### src/rtl/adder_pkg.sv
// Shared widths and defaults for the board-level switch adder.
package adder_pkg;
  localparam int OPERAND_W        = 4;
  localparam int SUM_W            = OPERAND_W + 1;
  localparam int DEF_SYNC_STAGES  = 2;
endpackage

### src/rtl/adder_full_adder.sv
// One-bit full adder, purely combinational; zero latency, no flow control.
module full_adder (
  input  logic i_a,
  input  logic i_b,
  input  logic i_cin,
  output logic o_s,
  output logic o_cout
);
  logic w_p;

  assign w_p    = i_a ^ i_b;
  assign o_s    = w_p ^ i_cin;
  assign o_cout = (i_a & i_b) | (i_cin & w_p);
endmodule

### src/rtl/adder_top.sv
// Synchronizes switch/button operands and registers their ripple-carry sum onto the LEDs.
// Latency SYNC_STAGES+1 flops (input stable before edge k shows after edge k+SYNC_STAGES); no backpressure.
module adder_top
  import adder_pkg::*;
#(
  parameter int SYNC_STAGES = DEF_SYNC_STAGES
) (
  input  logic             clk,
  input  logic             rst,
  input  logic             Sw0,
  input  logic             Sw1,
  input  logic             Sw2,
  input  logic             Sw3,
  input  logic             Sw4,
  input  logic             Sw5,
  input  logic             Sw6,
  input  logic             Sw7,
  input  logic             Btn0,
  output logic [SUM_W-1:0] Output
);
  localparam int NUM_IN = 2 * OPERAND_W + 1;

  logic [NUM_IN-1:0]    w_raw;
  logic [NUM_IN-1:0]    w_sync;
  logic [OPERAND_W-1:0] w_a;
  logic [OPERAND_W-1:0] w_b;
  logic [OPERAND_W-1:0] w_s;
  logic [OPERAND_W:0]   w_carry;
  logic [SUM_W-1:0]     w_sum;

  assign w_raw = {Btn0, Sw7, Sw6, Sw5, Sw4, Sw3, Sw2, Sw1, Sw0};

  // Each input gets its own chain so no bit shares metastability exposure with another.
  for (genvar gi = 0; gi < NUM_IN; gi++) begin : g_sync
    logic [SYNC_STAGES-1:0] r_chain;

    always_ff @(posedge clk or posedge rst) begin
      if (rst) begin
        r_chain <= '0;
      end else begin
        r_chain <= {r_chain[SYNC_STAGES-2:0], w_raw[gi]};
      end
    end

    assign w_sync[gi] = r_chain[SYNC_STAGES-1];
  end

  assign w_a        = w_sync[OPERAND_W-1:0];
  assign w_b        = w_sync[2*OPERAND_W-1:OPERAND_W];
  assign w_carry[0] = w_sync[NUM_IN-1];

  for (genvar gb = 0; gb < OPERAND_W; gb++) begin : g_ripple
    full_adder u_fa (
      .i_a    (w_a[gb]),
      .i_b    (w_b[gb]),
      .i_cin  (w_carry[gb]),
      .o_s    (w_s[gb]),
      .o_cout (w_carry[gb+1])
    );
  end

  assign w_sum = {w_carry[OPERAND_W], w_s};

  always_ff @(posedge clk or posedge rst) begin
    if (rst) begin
      Output <= '0;
    end else begin
      Output <= w_sum;
    end
  end
endmodule

### config.mk
export PLATFORM = sky130hd
export DESIGN_NAME = adder_top
export DESIGN_NICKNAME = d
export VERILOG_FILES = /design/src/rtl/adder_pkg.sv /design/src/rtl/adder_full_adder.sv /design/src/rtl/adder_top.sv
export SDC_FILE = /design/constraint.sdc
export NUM_CORES = 1
export LEC_CHECK = 0
export ABC_AREA = 1
export CORE_MARGIN = 2
export CORE_UTILIZATION = 40
export CTS_CLUSTER_SIZE = 40
export DETAILED_ROUTE_END_ITERATION = 8
export PLACE_DENSITY = 0.66
export SYNTH_ARGS = -nofsm -noshare
export SYNTH_HDL_FRONTEND = slang
export SYNTH_SLANG_ARGS = --single-unit
### constraint.sdc
create_clock -name clk -period 2.3 [get_ports clk]
set_clock_uncertainty 0.2 [all_clocks]
set_input_delay 0.46 -clock clk [delete_from_list [all_inputs] [get_ports clk]]
set_output_delay 0.46 -clock clk [all_outputs]
set_load 0.01 [all_outputs]
==> PnR_summary.wiki <==
{| class="wikitable"
! Metric !! Value
|-
| Maximum clock path buffer count || 2
|-
| CP cell instances || inv_2, fa_1, inv_1, fa_2, fa_1, inv_1, fa_1, inv_1
|-
| Element type at the critical path end || flip-flop
|-
| Setup-failing EPs final || 0
|-
| Via count of the first global-routing pass || 287
|-
| # H-tree levels || 1
|-
| Num ports || 16
|-
| TritonCTS Buffers || 3
|-
| Finished Core Util || 0.536
|-
| Total non-filler cell area in the finished layout || 906 um2
|-
| CTS Sinks || 23
|-
| CTS clock-pin slew for the worst setup and hold paths || 0.12 ns
|-
| Number of filler cells placed in the layout || 158
|-
| Final Hold Violating Endpoints || 0
|-
| First DRT Iteration DRCs || 0
|-
| Die Footprint || 0.00209 mm2
|-
| Clock root buffer master || clkbuf_4
|-
| Maximum clock rate || 466 MHz
|-
| Leakage power || 0.435 nW
|-
| Setup fix buffers added after clock tree synthesis || 0
|-
| Nets || 74
|-
| Number of warnings reported in the yosys synthesis log || 0
|-
| Slew Limit Headroom || 0.815
|-
| Setup WS pre-CTS || 0.105 ns
|-
| Result of the run || complete, no violations
|-
| Number of rows in the core area || 15
|-
| Insertion delay to the later sink of the worst-skew pair || 0.30 ns
|-
| Max Transition Viols Final || 0
|-
| CTS tree || done
|-
| Critical Path RT || 2.34 ns
|-
| Critical path class || reg -> reg
|-
| Largest net degree at the start of global routing || 24
|-
| RePlAce Congestion || 0.633
|-
| Number of antenna violations at the first check in global routing || 0
|-
| Share of post-route cells with drive strength above 1 || 0.121
|-
| Effective utilization at floorplan || 0.413
|-
| Drt wl/cell || 9.64 um
|-
| Final critical path time including I/O delays and setup || 2.15 ns
|-
| Sequential-to-total area share from yosys stat || 0.826
|-
| Critical path's top delay family || adder cells
|-
| Synth Instances || 38
|-
| Antenna Diode Count || 0
|-
| Arrival time at the worst endpoint || 2.19 ns
|-
| Worst Max-Slew Pin Slew || 0.278 ns
|-
| Die height || 45.7 um
|-
| Detailed placement HPWL || 518 um
|-
| Hold WC Path Type || reg -> reg
|-
| Fin crit share || 0.933
|-
| Placed Cells incl. Taps || 71
|-
| Sum of routed wire length over all layers || 723 um
|-
| Antenna violation net count after detailed routing || 0
|-
| Most common cell after layout, fill and taps aside || dfrtp_1
|-
| Syn avg cell area || 18.3 um2
|-
| Most frequent cells in the layout || dfrtp_1, clkdlybuf4s50_1, inv_1
|-
| Area overhead of the layout relative to synthesis || 30.0%
|-
| Total standard cell area after synthesis || 697 um2
|-
| Remaining design rule violation count || 0
|-
| Ratio of total power to cell area || 769 mW/mm2
|-
| Worst setup slack after layout || 0.154 ns
|-
| Port Buffer Count || 15
|-
| Tot GR Track Use || 0.0814
|-
| Highest net fanout along the worst path || 1
|-
| Wire length of the first global-routing pass || 1090 um
|-
| Cell with the largest stage delay on the worst path || dfrtp_1
|-
| Vias per cell || 4.09
|-
| 1st-pass router iterations || 1
|-
| Detailed-route via count || 307
|-
| Final std cells w/o fill || 75
|-
| Crit path buf inv count || 4
|-
| Crit path largest cell delay || 0.40 ns
|-
| Total congestion overflow || 0
|-
| Count of different cell masters after synthesis || 3
|-
| Placeable core region || 0.00169 mm2
|-
| Die outline width || 45.7 um
|-
| Post-synthesis register bit count || 23
|-
| Total negative slack || 0 ns
|-
| Unrepaired setup endpoints after global routing || false
|-
| Startpoint type of the worst setup path || flip-flop
|-
| Dpl cell area || 876 um2
|-
| Total nets after synthesis || 53
|-
| Peak supply drop || 0.412 mV
|-
| Number of max-cap violations || 0
|}
==> metrics by stage <==
stage                     total power [mW]  hold slack [ns]
final                                0.696            0.161
after global routing                 0.736            0.175
after CTS                            0.706            0.163
after detailed placement             0.532            0.135
after global placement               0.528            0.133
after floorplan                      0.479            0.131
==> final timing paths <==
| check | cells after the start | slack [ns] | to | start |
|---|---|---|---|---|
| setup / recovery | 8 | 0.15 | Output[3]$_DFF_PP0_ | g_sync[8].r_chain[1]$_DFF_PP0_ |
| hold / removal | 0 | 0.16 | g_sync[5].r_chain[1]$_DFF_PP0_ | g_sync[5].r_chain[0]$_DFF_PP0_ |
| setup reg to reg | 8 | 0.15 | Output[3]$_DFF_PP0_ | g_sync[8].r_chain[1]$_DFF_PP0_ |
| hold reg to reg | 0 | 0.16 | g_sync[5].r_chain[1]$_DFF_PP0_ | g_sync[5].r_chain[0]$_DFF_PP0_ |
| max in group asynchronous | 3 | 1.39 | g_sync[6].r_chain[1]$_DFF_PP0_ | rst |
| min in group asynchronous | 3 | 0.28 | g_sync[8].r_chain[1]$_DFF_PP0_ | rst |
==> Yosys cell counts, drive strengths merged <==
cell   instances  area, um2
inv           11       41.3
dfrtp         23        576
fa             4       80.1
==> routing by layer <==
metal,global-route usage,routed length (um),vias up
li1,-,-,142
met1,0.0853,316,150
met2,0.132,354,13
met3,0.0238,42,2
met4,0.0686,10,0
met5,0,0,-
==> registers in the layout (all words and copies together) (netlist names) <==
name / flops
g_sync.r_chain: 18
Output: 5
==> timing repair <==
action | 4_1_cts | 5_1_grt
gates resized for setup | 0 | 2
setup endpoints to repair | 0 | 1
hold buffers | 0 | 0
==> area by class of cell <==
| class | instances | area [um2] | share of cell area |
|---|---|---|---|
| Sequential cell | 23 | 576 | 0.635 |
| Clock inverter | 1 | 5.00 | 0.00552 |
| Tap cell | 17 | 21.3 | 0.0235 |
| Timing Repair Buffer | 16 | 158 | 0.174 |
| Clock buffer | 3 | 22.5 | 0.0249 |
| Inverter | 11 | 41.3 | 0.0456 |
| Multi-Input combinational cell | 4 | 82.6 | 0.0912 |
==> cell families after synthesis <==
| kind of cell | Yosys count | share of synthesized area |
|---|---|---|
| fa+ha+maj | 4 | 0.115 |
| buf+inv | 11 | 0.0592 |
| flops | 23 | 0.826 |
==> power breakdown <==
part | total (mW) | switching [mW] | internal (mW) | leakage (nW)
clock network | 0.175 | 0.110 | 0.0647 | 0.0177
registers | 0.443 | 0.00863 | 0.434 | 0.268
logic | 0.0791 | 0.0312 | 0.0479 | 0.149
Note: power is estimated with default switching activity, not from simulation.
